<file path="src/rtl/ram_pixel_streamer.sv">
// Frame reader: pulls lines from the line RAM and streams them out as pixels.
// A one-line prefetch buffer hides the RAM read latency between lines.
//
// Ports:
//   i_clk, i_rst      clock, synchronous active-high reset
//   i_start           start-of-frame request (sampled in IDLE only)
//   o_rd, o_addr      RAM read enable / address
//   i_data            RAM read data, valid one cycle after o_rd
//   o_pixel           current pixel, o_pix_valid / i_pix_ready handshake
//   o_sof, o_last     first / last pixel of the frame
//   o_busy, o_done    frame in progress / one-cycle end-of-frame pulse
module ram_pixel_streamer #(
    parameter int LINE_W  = 48,
    parameter int PIX_W   = 3,
    parameter int ADDR_W  = 12,
    parameter int N_LINES = 3200
) (
    input  logic              i_clk,
    input  logic              i_rst,
    input  logic              i_start,
    output logic              o_rd,
    output logic [ADDR_W-1:0] o_addr,
    input  logic [LINE_W-1:0] i_data,
    output logic [PIX_W-1:0]  o_pixel,
    output logic              o_pix_valid,
    input  logic              i_pix_ready,
    output logic              o_sof,
    output logic              o_last,
    output logic              o_busy,
    output logic              o_done
);

    localparam int PPL   = LINE_W / PIX_W;
    localparam int CNT_W = (PPL > 1) ? $clog2(PPL) : 1;

    localparam logic [CNT_W-1:0]  PIX_LAST  = CNT_W'(PPL - 1);
    localparam logic [ADDR_W-1:0] LINE_LAST = ADDR_W'(N_LINES - 1);

    typedef enum logic [2:0] {
        S_IDLE,
        S_REQ,
        S_WAIT,
        S_STREAM,
        S_DONE
    } state_t;

    state_t state;
    state_t state_nxt;

    logic [LINE_W-1:0] shift_q;
    logic [LINE_W-1:0] pf_q;
    logic              shift_valid;
    logic              pf_full;
    logic              rd_pend;
    logic [CNT_W-1:0]  pix_cnt;
    logic [ADDR_W-1:0] line_cnt;
    logic [ADDR_W-1:0] addr_q;

    logic              rd_en;
    logic [ADDR_W-1:0] rd_addr;
    logic              pix_valid;
    logic              xfer;
    logic              eol;
    logic              frame_end;

    assign pix_valid = (state == S_STREAM) && shift_valid;
    assign xfer      = pix_valid && i_pix_ready;
    assign eol       = xfer && (pix_cnt == PIX_LAST);
    assign frame_end = eol && (line_cnt == LINE_LAST);

    // addr_q is the address of the most recent read, so the next line
    // to fetch is always addr_q + 1 once the frame is under way.
    always_comb begin
        state_nxt = state;
        rd_en     = 1'b0;
        rd_addr   = addr_q + ADDR_W'(1);
        unique case (state)
            S_IDLE: begin
                if (i_start) state_nxt = S_REQ;
            end
            S_REQ: begin
                rd_en     = 1'b1;
                rd_addr   = '0;
                state_nxt = S_WAIT;
            end
            S_WAIT: begin
                state_nxt = S_STREAM;
            end
            S_STREAM: begin
                rd_en = !pf_full && !rd_pend && (addr_q != LINE_LAST);
                if (frame_end) state_nxt = S_DONE;
            end
            S_DONE: begin
                state_nxt = S_IDLE;
            end
            default: begin
                state_nxt = S_IDLE;
            end
        endcase
    end

    always_ff @(posedge i_clk) begin
        if (i_rst) state <= S_IDLE;
        else       state <= state_nxt;
    end

    always_ff @(posedge i_clk) begin
        if (i_rst) begin
            shift_q     <= '0;
            pf_q        <= '0;
            shift_valid <= 1'b0;
            pf_full     <= 1'b0;
            rd_pend     <= 1'b0;
            pix_cnt     <= '0;
            line_cnt    <= '0;
            addr_q      <= '0;
        end else begin
            if (rd_en) addr_q <= rd_addr;

            if (state == S_IDLE && i_start) begin
                shift_valid <= 1'b0;
                pf_full     <= 1'b0;
                rd_pend     <= 1'b0;
                pix_cnt     <= '0;
                line_cnt    <= '0;
            end

            if (state == S_WAIT) begin
                shift_q     <= i_data;
                shift_valid <= 1'b1;
            end

            if (state == S_STREAM) begin
                rd_pend <= rd_en;

                if (xfer) begin
                    if (eol) begin
                        pix_cnt <= '0;
                        if (frame_end) begin
                            shift_valid <= 1'b0;
                        end else begin
                            line_cnt <= line_cnt + ADDR_W'(1);
                            if (pf_full) begin
                                shift_q <= pf_q;
                                pf_full <= 1'b0;
                            end else if (rd_pend) begin
                                // read lands on the switch cycle
                                shift_q <= i_data;
                            end else begin
                                shift_valid <= 1'b0;
                            end
                        end
                    end else begin
                        shift_q <= shift_q << PIX_W;
                        pix_cnt <= pix_cnt + CNT_W'(1);
                    end
                end

                // Read data not already consumed by a line switch.
                if (rd_pend && !(eol && !pf_full)) begin
                    if (!shift_valid) begin
                        shift_q     <= i_data;
                        shift_valid <= 1'b1;
                    end else begin
                        pf_q    <= i_data;
                        pf_full <= 1'b1;
                    end
                end
            end
        end
    end

    assign o_rd        = rd_en;
    assign o_addr      = rd_en ? rd_addr : addr_q;
    assign o_pixel     = shift_q[LINE_W-1 -: PIX_W];
    assign o_pix_valid = pix_valid;
    assign o_sof       = pix_valid && (line_cnt == '0) && (pix_cnt == '0);
    assign o_last      = pix_valid && (line_cnt == LINE_LAST)
                         && (pix_cnt == PIX_LAST);
    assign o_busy      = (state != S_IDLE);
    assign o_done      = (state == S_DONE);

endmodule

</file>
<file path="config.mk">
export PLATFORM = sky130hd
export DESIGN_NAME = ram_pixel_streamer
export DESIGN_NICKNAME = d
export VERILOG_FILES = /design/src/rtl/ram_pixel_streamer.sv
export SDC_FILE = /design/constraint.sdc
export NUM_CORES = 1
export LEC_CHECK = 0
export BUFFER_PORTS_ARGS = -buffer_cell sky130_fd_sc_hd__buf_2
export CORE_MARGIN = 2
export CORE_UTILIZATION = 44
export DETAILED_ROUTE_END_ITERATION = 8
export PLACE_DENSITY = 0.67
export SETUP_SLACK_MARGIN = 0.15
export SLEW_MARGIN = 20
export SYNTH_ARGS = -nofsm -noshare
export SYNTH_HDL_FRONTEND = slang
export SYNTH_SLANG_ARGS = --single-unit
</file>
<file path="constraint.sdc">
create_clock -name i_clk -period 2.4 [get_ports i_clk]
set_clock_uncertainty 0.15 [all_clocks]
set_input_delay 0.24 -clock i_clk [delete_from_list [all_inputs] [get_ports i_clk]]
set_output_delay 0.24 -clock i_clk [all_outputs]
set_load 0.05 [all_outputs]
</file>
==> flow_summary.json, run 1 <==
{
  "status": "finished, violations left",
  "violations": "negative setup slack",
  "cts-buffers-inserted": 17,
  "power.share.switching_pct": 29.6,
  "die-area_mm2": 0.0199,
  "finalPower_w": 0.00653,
  "cts_max_path_buffers": 2,
  "clockPowerShare_pct": 40.7,
  "cp.buffers_inverters": 2,
  "place_hpwl_um": 14800,
  "cts_htree_levels": 4,
  "num-nets-final": 1273,
  "drv_cap": 0,
  "drive_gt1_share_pct": 22.4,
  "slew_headroom_pct": 67.4,
  "syn_area_mm2": 0.00827,
  "grt_overflow": 0,
  "port_buffers": 72,
  "antenna_found_initial": 0,
  "wire_per_inst_um": 17.8,
  "ant_nets": 0,
  "ys_seq_area_share_pct": 31.5,
  "place_area_mm2": 0.00905,
  "combPwrFrac_pct": 19.1,
  "drc": 0,
  "grtUsageTotal_pct": 25.8,
  "finalHoldViolCount": 0,
  "seqPwrFrac_pct": 40.1,
  "fp.dieH_um": 141,
  "area_growth_pct": 29.4,
  "ys_warn_count": 0,
  "period_minus_slack_ns": 2.54,
  "drt_iter0_markers": 790,
  "power.internal_w": 0.00460,
  "final_common_cell": "nand2_1",
  "irDropWorstVdd_mv": 0.515,
  "fin_tns_setup_ns": -0.936,
  "start_util_pct": 44.5,
  "critPathSlowestCell": "or4_4",
  "power.switching_w": 0.00193,
  "crit_family": "simple AND/OR/NAND/NOR gates",
  "yosysTopAreaCell": "dfxtp_1",
  "cp-start-kind": "register",
  "grt_max_degree": 91,
  "netlist-cell-type-count": 63,
  "cts.sinks": 130,
  "async_flop_share_pct": 0,
  "grt_pass1_wl_um": 42200,
  "cp_cell_sequence": "and3_4, nand4_1, a41oi_2, buf_6, or4_4, a21oi_4, buf_6",
  "synth_top_area_share_pct": 31.5,
  "place_congestion": 0.841,
  "n_antenna_cell": 0,
  "max_freq_mhz": 393,
  "vias_per_cell": 6.09,
  "p_per_area_mw_per_mm2": 610,
  "ios": 73,
  "dieWidth_um": 141,
  "finalCritPeriodShare_pct": 106,
  "finalSetupViolCount": 11,
  "hold_class": "primary input to register",
  "cts_tree": "done",
  "ys_seq_elements": 130,
  "synth_enable_flop_cells": 0,
  "path_clk_slew_ns": 0.06,
  "wl_um": 26100,
  "slew_viol_final": 0,
  "layout_setup_ws_ns": -0.144,
  "crit_top_cell": "buf_6",
  "critical_path_class": "register to output port",
  "drtPass1Iterations": 5,
  "vias": 8904,
  "synth_cells": 1115,
  "num_rows": 50,
  "grt_pass1_vias": 8258,
  "core_area_mm2": 0.0186,
  "syn-num-nets": 1172,
  "crit_required_ns": 2.01,
  "tightest_slew_ns": 0.484,
  "slowest_delay_ns": 0.43,
  "fin_util_pct": 57.6,
  "cp.arrival_ns": 2.15,
  "cp_max_fo": 7,
  "layout_common_cells": "nand2_1, dfxtp_1, a21oi_1, buf_2, o21ai_0",
  "avgSynthCellArea_um2": 7.42,
  "clk_latency_ns": 0.43,
  "fin_area_mm2": 0.0107,
  "clock-root-buffer": "clkbuf_16",
  "endpoint_kind": "output port",
  "synthTopCellsByArea": "dfxtp_1, nand2_1, a21oi_1",
  "synth_ff_type": "dfxtp_1",
  "rsz0062_at_grt": "yes",
  "power_leakage_nw": 3.97
}
==> cell families (layout without fill, tap and decap cells) <==
family	count (synthesis)	after routing	synth area share, %
AND/OR/NAND/NOR	481	481	28.7
AO/OA/AOI/OAI	367	367	30.6
flip-flops	130	130	31.5
buffers and inverters	110	224	5.98
multiplexers	13	13	1.59
XOR/XNOR	9	9	0.953
adder cells (fa/ha/maj)	5	5	0.757
==> worst register-to-register path: cells and delay by family, from the launching register on <==
family,cells,cell delay (ns)
and+or+nand+nor,4,0.97
AOI/OAI and AO/OA,1,0.06
adders and majority gates,1,0.25
buffers and inverters,1,0.21
DFF,1,0.38
==> layout make-up <==
class / instances / area [um2]
clock buffers: 21 / 470
clock inverters: 11 / 128
fillers: 1669 / 7880
inverters: 9 / 35.0
multi-input cells: 875 / 5590
flip-flops and latches: 130 / 2640
well taps: 234 / 293
repair buffers: 183 / 1550
==> synth_stat cells (2+ instances only) <==
cell and n:
a2111oi_0 2, and2_1 9, nor4b_1 2, nor2b_1 47
inv_1 8, a211oi_1 2, or4_1 4, nor3b_1 42
clkbuf_1 71, nand3_1 17, a31o_2 25, o21ai_0 53
o221ai_1 6, a31oi_1 13, nand4_1 6, mux2i_1 12
nand3b_1 2, xnor2_1 8, nand2_1 237, nand2b_1 14
a21oi_1 71, and3_1 5, buf_2 15, a22oi_1 43
a221o_1 6, o22ai_1 40, a31o_1 14, and4_1 3
buf_6 6, ha_1 5, nor4_1 4, o211ai_1 3
buf_4 4, nor2_1 55, nor3_1 13, or3_1 10
dfxtp_1 130, a32oi_1 39, buf_1 4, a21o_1 42
==> worst paths after layout <==
check,from,endpoint,slack (ns),cells past startpoint
hold reg to reg,pf_q[5],pf_q[5],0.30,2
setup reg to reg,pix_cnt[1],pf_q[47],0.25,7
hold / removal,i_start,state[0],0.12,5
setup / recovery,addr_q[6],o_addr[6],-0.14,7
==> through the flow <==
step	hold slack, ns	setup slack (ns)	instances
CTS	0.110	-0.0806	1456
detailed placement	0.298	0.0543	1365
finish	0.123	-0.144	1463
global route	0.155	-0.222	1463
global placement	0.292	0.0987	1365
floorplan	0.212	0.0184	1115
==> state kept, by name, indices dropped and copies added, names as in the netlist, 3 cells and up <==
signal	count
pf_q	48
shift_q	48
addr_q	12
line_cnt	12
pix_cnt	4
state	3
==> routing by layer <==
metal,share of wire (%),vias up,track usage [%]
met5,0,-,0
met4,1.6,0,9.42
met3,6.3,31,3.80
met2,47,336,42.0
met1,45,4273,34.8
li1,-,4264,-
==> repair_timing <==
item	4_1_cts	5_1_grt
hold buffers	48	0
hold endpoints to repair	51	0
resized for setup	66	46
setup buffers	11	7
endpoints found under the setup margin	15	97
cloned	0	0
pin swaps	16	13
==> power by group through the flow <==
stage               logic (W)  clock network, W  registers, W
global route          0.00136           0.00277       0.00265
CTS                   0.00122           0.00269       0.00261
finish                0.00125           0.00266       0.00262
global placement      0.00113                 0       0.00266
floorplan            0.000868                 0       0.00259
detailed placement    0.00114                 0       0.00266
Note: power is estimated with default switching activity, not from simulation.
==> run 2, diff against run 1 <==
--- a/config.mk
+++ b/config.mk
@@ -7,9 +7,9 @@
 export LEC_CHECK = 0
 export BUFFER_PORTS_ARGS = -buffer_cell sky130_fd_sc_hd__buf_2
 export CORE_MARGIN = 2
-export CORE_UTILIZATION = 44
+export CORE_UTILIZATION = 43
 export DETAILED_ROUTE_END_ITERATION = 8
-export PLACE_DENSITY = 0.67
+export PLACE_DENSITY = 0.66
 export SETUP_SLACK_MARGIN = 0.15
 export SLEW_MARGIN = 20
 export SYNTH_ARGS = -nofsm -noshare
==> flow_summary.json, run 2 (synthesis gave the netlist of run 1 again) <==
{
  "hp-start": "i_start",
  "final_common_cell": "nand2_1",
  "endpoint_kind": "output port",
  "slew_headroom_pct": 55.0,
  "start_util_pct": 44.1,
  "r2r_start": "pix_cnt[1]",
  "dieWidth_um": 143,
  "multiInputGateArea_mm2": 0.00551,
  "path_clk_slew_ns": 0.06,
  "rsz0062_at_grt": "yes",
  "period_minus_slack_ns": 2.48,
  "irDropWorstVdd_mv": 0.455,
  "cts_htree_levels": 4,
  "die-area_mm2": 0.0204,
  "crit_required_ns": 2.01,
  "finalSetupViolCount": 7,
  "cp.arrival_ns": 2.09,
  "max_freq_mhz": 403,
  "critical_path_class": "register to output port",
  "clock-root-buffer": "clkbuf_16",
  "drt_iter0_markers": 699,
  "hold_end": "line_cnt[9]",
  "rrSetupSlack_ns": 0.23,
  "cts.sinks": 130,
  "antenna_found_initial": 0,
  "drtPass1Iterations": 5,
  "fill_cells": 1719,
  "cp-start-kind": "register",
  "grt_overflow": 0,
  "ios": 73,
  "hold_class": "primary input to register",
  "cts-buffers-inserted": 17,
  "core_area_mm2": 0.0188,
  "drc": 0,
  "wire_per_inst_um": 17.8,
  "p_per_area_mw_per_mm2": 627,
  "rr_endpoint": "shift_q[4]",
  "power_leakage_nw": 3.99,
  "area_growth_pct": 29.4,
  "place_hpwl_um": 14700,
  "dp_slack_ns": 0.0789,
  "reg2reg_depth": 7,
  "num_rows": 50,
  "clk_latency_ns": 0.42,
  "layout_setup_ws_ns": -0.0843,
  "cts_tree": "done",
  "grtUsageTotal_pct": 25.3,
  "finalPower_w": 0.00671,
  "drv_cap": 0,
  "hold_depth": 3,
  "wl_um": 26000,
  "place_congestion": 0.859,
  "grt_pass1_wl_um": 41700,
  "drive_gt1_share_pct": 21.9,
  "violations": "negative setup slack",
  "num-nets-final": 1274,
  "ant_nets": 0,
  "grt_max_degree": 90,
  "vias_per_cell": 6.01,
  "cts_max_path_buffers": 2,
  "n_antenna_cell": 0,
  "cp_max_fo": 7,
  "status": "finished, violations left",
  "port_buffers": 72,
  "finalHoldViolCount": 0,
  "fp.dieH_um": 143,
  "layout_common_cells": "nand2_1, dfxtp_1, a21oi_1, buf_2, o21ai_0",
  "reg_top3": "pf_q: 48 flops, shift_q: 48 flops",
  "seq_area_mm2": 0.00264,
  "vias": 8790,
  "finalCritPeriodShare_pct": 104,
  "grt_pass1_vias": 8004,
  "tightest_slew_ns": 0.675,
  "slew_viol_final": 0
}
==> run 2: worst max-delay path by stage <==
stage                          from         end
after floorplan            state[1]   o_addr[6]
after global placement    addr_q[0]   o_addr[2]
after detailed placement  addr_q[0]   o_addr[2]
after CTS                  state[2]   o_addr[9]
after global routing      addr_q[1]  o_addr[11]
final                     addr_q[6]   o_addr[8]
==> run 2: area by class of cell <==
| class | instances | area share [%] |
|---|---|---|
| Clock buffer | 22 | 4.53 |
| Clock inverter | 9 | 1.43 |
| Inverter | 9 | 0.339 |
| Multi-Input combinational cell | 875 | 51.5 |
| Sequential cell | 130 | 24.7 |
| Tap cell | 234 | 2.74 |
| Timing Repair Buffer | 184 | 14.8 |
==> run 2: per-stage QoR <==
step	instance area [um2]	hold slack, ns	utilization, %	instances	TNS, ns
floorplan	8350	0.212	-	1115	0
global placement	9060	0.292	48.3	1364	0
detailed placement	9060	0.298	48.3	1364	0
CTS	10500	0.0800	55.8	1455	-0.267
global route	10700	0.129	57.0	1463	-1.32
finish	10700	0.112	57.0	1463	-0.318
==> run 2: power breakdown <==
group	internal, W	switching, W
registers	0.00236	0.000268
clock network	0.00184	0.000984
logic	0.000633	0.000624
total	0.00483	0.00188
==> run 2: layer usage <==
metal	vias to the layer above	share of wire, %	GRT usage (%)
met4	0	1.4	6.77
li1	4264	-	-
met3	27	5.7	4.73
met1	4210	46	34.5
met2	289	47	41.1
met5	-	0	0
==> run 2: what timing repair did <==
| item | in CTS | in global routing |
|---|---|---|
| gates cloned | 0 | 0 |
| hold buffers | 48 | 0 |
| endpoints found under the hold margin | 50 | 0 |
| pin swaps | 15 | 17 |
| buffers inserted | 12 | 8 |
| endpoints found under the setup margin | 15 | 66 |
| resized for setup | 62 | 39 |
==> run 2: worst max-delay path, stage by stage, from the launching register on <==
cell and delay (ns):
dfxtp_2 0.34, and3_4 0.19, nand4_1 0.10, a41oi_2 0.11
buf_6 0.16, or3_4 0.41, mux2i_4 0.18, buf_6 0.18
==> run 3, diff against run 2 <==
--- a/config.mk
+++ b/config.mk
@@ -6,7 +6,6 @@
 export NUM_CORES = 1
 export LEC_CHECK = 0
 export BUFFER_PORTS_ARGS = -buffer_cell sky130_fd_sc_hd__buf_2
-export CORE_MARGIN = 2
 export CORE_UTILIZATION = 43
 export DETAILED_ROUTE_END_ITERATION = 8
 export PLACE_DENSITY = 0.66
==> flow_summary.json, run 3 (synthesis gave the netlist of run 1 again) <==
{
  "num_rows": 50,
  "clockPowerShare_pct": 39.8,
  "finalSetupViolCount": 10,
  "power.share.switching_pct": 29.4,
  "drv_cap": 0,
  "cp_cell_sequence": "and3_4, nand4_1, or2_4, or4_4, nand2_4, buf_8",
  "endpoint_kind": "output port",
  "slowest_delay_ns": 0.43,
  "fin_tns_setup_ns": -0.723,
  "cp.arrival_ns": 2.13,
  "max_freq_mhz": 397,
  "dieWidth_um": 141,
  "cts_max_path_buffers": 2,
  "dp_slack_ns": 0.0747,
  "drtPass1Iterations": 5,
  "seqPwrFrac_pct": 40.9,
  "grt_max_degree": 90,
  "start_util_pct": 44.1,
  "grt_pass1_vias": 8260,
  "cp-start-kind": "register",
  "die-area_mm2": 0.0198,
  "drt_iter0_markers": 789,
  "slew_viol_final": 0,
  "layout_setup_ws_ns": -0.122,
  "violations": "negative setup slack",
  "ant_nets": 0,
  "power_leakage_nw": 3.94,
  "wl_met1_um": 11600,
  "cts.sinks": 130,
  "cp.buffers_inverters": 1,
  "finalCritPeriodShare_pct": 105,
  "hold_class": "primary input to register",
  "tightest_slew_ns": 0.618,
  "vias_per_cell": 6.04,
  "p_per_area_mw_per_mm2": 604,
  "irDropWorstVdd_mv": 0.455,
  "status": "finished, violations left",
  "cts_htree_levels": 4,
  "clock-root-buffer": "clkbuf_16",
  "wl_met2_um": 12200,
  "rsz0062_at_grt": "yes",
  "area_growth_pct": 28.5,
  "n_antenna_cell": 0,
  "hold_slack_ns": 0.107,
  "cts-buffers-inserted": 17,
  "reg_top3": "pf_q: 48 flops, shift_q: 48 flops",
  "wl_um": 25900,
  "path_clk_slew_ns": 0.06,
  "top_layer": "met4",
  "drive_gt1_share_pct": 22.0,
  "fp.dieH_um": 141,
  "grt_pass1_wl_um": 41900,
  "cp_max_fo": 4,
  "clk_latency_ns": 0.42,
  "combPwrFrac_pct": 19.4,
  "finalPower_w": 0.00641,
  "core_area_mm2": 0.0188,
  "grt_overflow": 0,
  "layout_common_cells": "nand2_1, dfxtp_1, a21oi_1, buf_2, o21ai_0",
  "num-nets-final": 1270,
  "vias": 8818,
  "power.switching_w": 0.00188,
  "slew_headroom_pct": 58.8,
  "fill_cells": 1744,
  "antenna_found_initial": 0,
  "drc": 0,
  "power.internal_w": 0.00453,
  "grtUsageTotal_pct": 26.2,
  "place_congestion": 0.860,
  "critPathSlowestCell": "or4_4",
  "port_buffers": 72,
  "period_minus_slack_ns": 2.52,
  "cts_tree": "done",
  "ios": 73,
  "place_hpwl_um": 14300,
  "met3WireLength_um": 1720,
  "crit_required_ns": 2.01,
  "wire_per_inst_um": 17.7,
  "crit_family": "simple AND/OR/NAND/NOR gates",
  "final_common_cell": "nand2_1",
  "critical_path_class": "register to output port",
  "finalHoldViolCount": 0
}
-- run 3: changes by cell type in the layout (fill, tap and decap cells not counted), moves of 2 or more --
cell        previous run  this run
bufinv_16              4         1
buf_4                 48        46
o21ai_1                2         0
clkinvlp_4             0         2
-- run 3: final timing paths --
check	from	to	slack (ns)	cells past startpoint
worst max-delay path	addr_q[5]	o_addr[10]	-0.12	6
worst min-delay path	i_start	state[0]	0.11	5
worst max register to register	state[2]	shift_q[44]	0.27	8
worst min register to register	pf_q[14]	pf_q[14]	0.30	2
-- run 3: worst reg2reg max path: cells and delay by family, from the launching register on --
kind,cells,cell delay [ns]
and+or+nand+nor,1,0.27
buffers and inverters,3,0.57
AOI/OAI and AO/OA,4,0.70
DFF,1,0.35
-- run 3: area by class of cell --
type | count | area [um2] | share of cell area (%)
multi-input combinational | 875 | 5540 | 52.2
sequential | 130 | 2640 | 24.9
timing repair buffer | 180 | 1530 | 14.4
clock buffer | 23 | 498 | 4.69
tap | 234 | 293 | 2.76
clock inverter | 8 | 77.6 | 0.730
inverter | 9 | 36.3 | 0.342
-- run 3: power by group through the flow --
stage	clock, W	combinational (W)	sequential, W
after global placement	0	0.00113	0.00265
after floorplan	0	0.000868	0.00259
after CTS	0.00259	0.00121	0.00261
after global routing	0.00268	0.00136	0.00265
after detailed placement	0	0.00113	0.00266
final	0.00255	0.00124	0.00262
-- run 3: per-stage QoR --
| stage | cells | util [%] | instance area (um2) |
|---|---|---|---|
| 3_3_place_gp | 1358 | 48.0 | 9010 |
| 6_report | 1459 | 56.6 | 10600 |
| 4_1_cts | 1449 | 55.2 | 10400 |
| 5_1_grt | 1459 | 56.6 | 10600 |
| 3_5_place_dp | 1358 | 48.0 | 9010 |
| 2_1_floorplan | 1115 | - | 8350 |
-- run 3: what timing repair did --
item                                   CTS  global route
gates resized for setup                 63            42
pin swaps                               16            10
buffers inserted                        12            10
hold buffers                            48             0
endpoints found under the hold margin   50             0
setup endpoints to repair               20            90
-- run 3: per-layer routing --
metal,vias to the layer above,track usage (%)
met4,0,7.72
li1,4253,-
met3,37,4.38
met5,-,0
met2,328,42.9
met1,4200,35.2
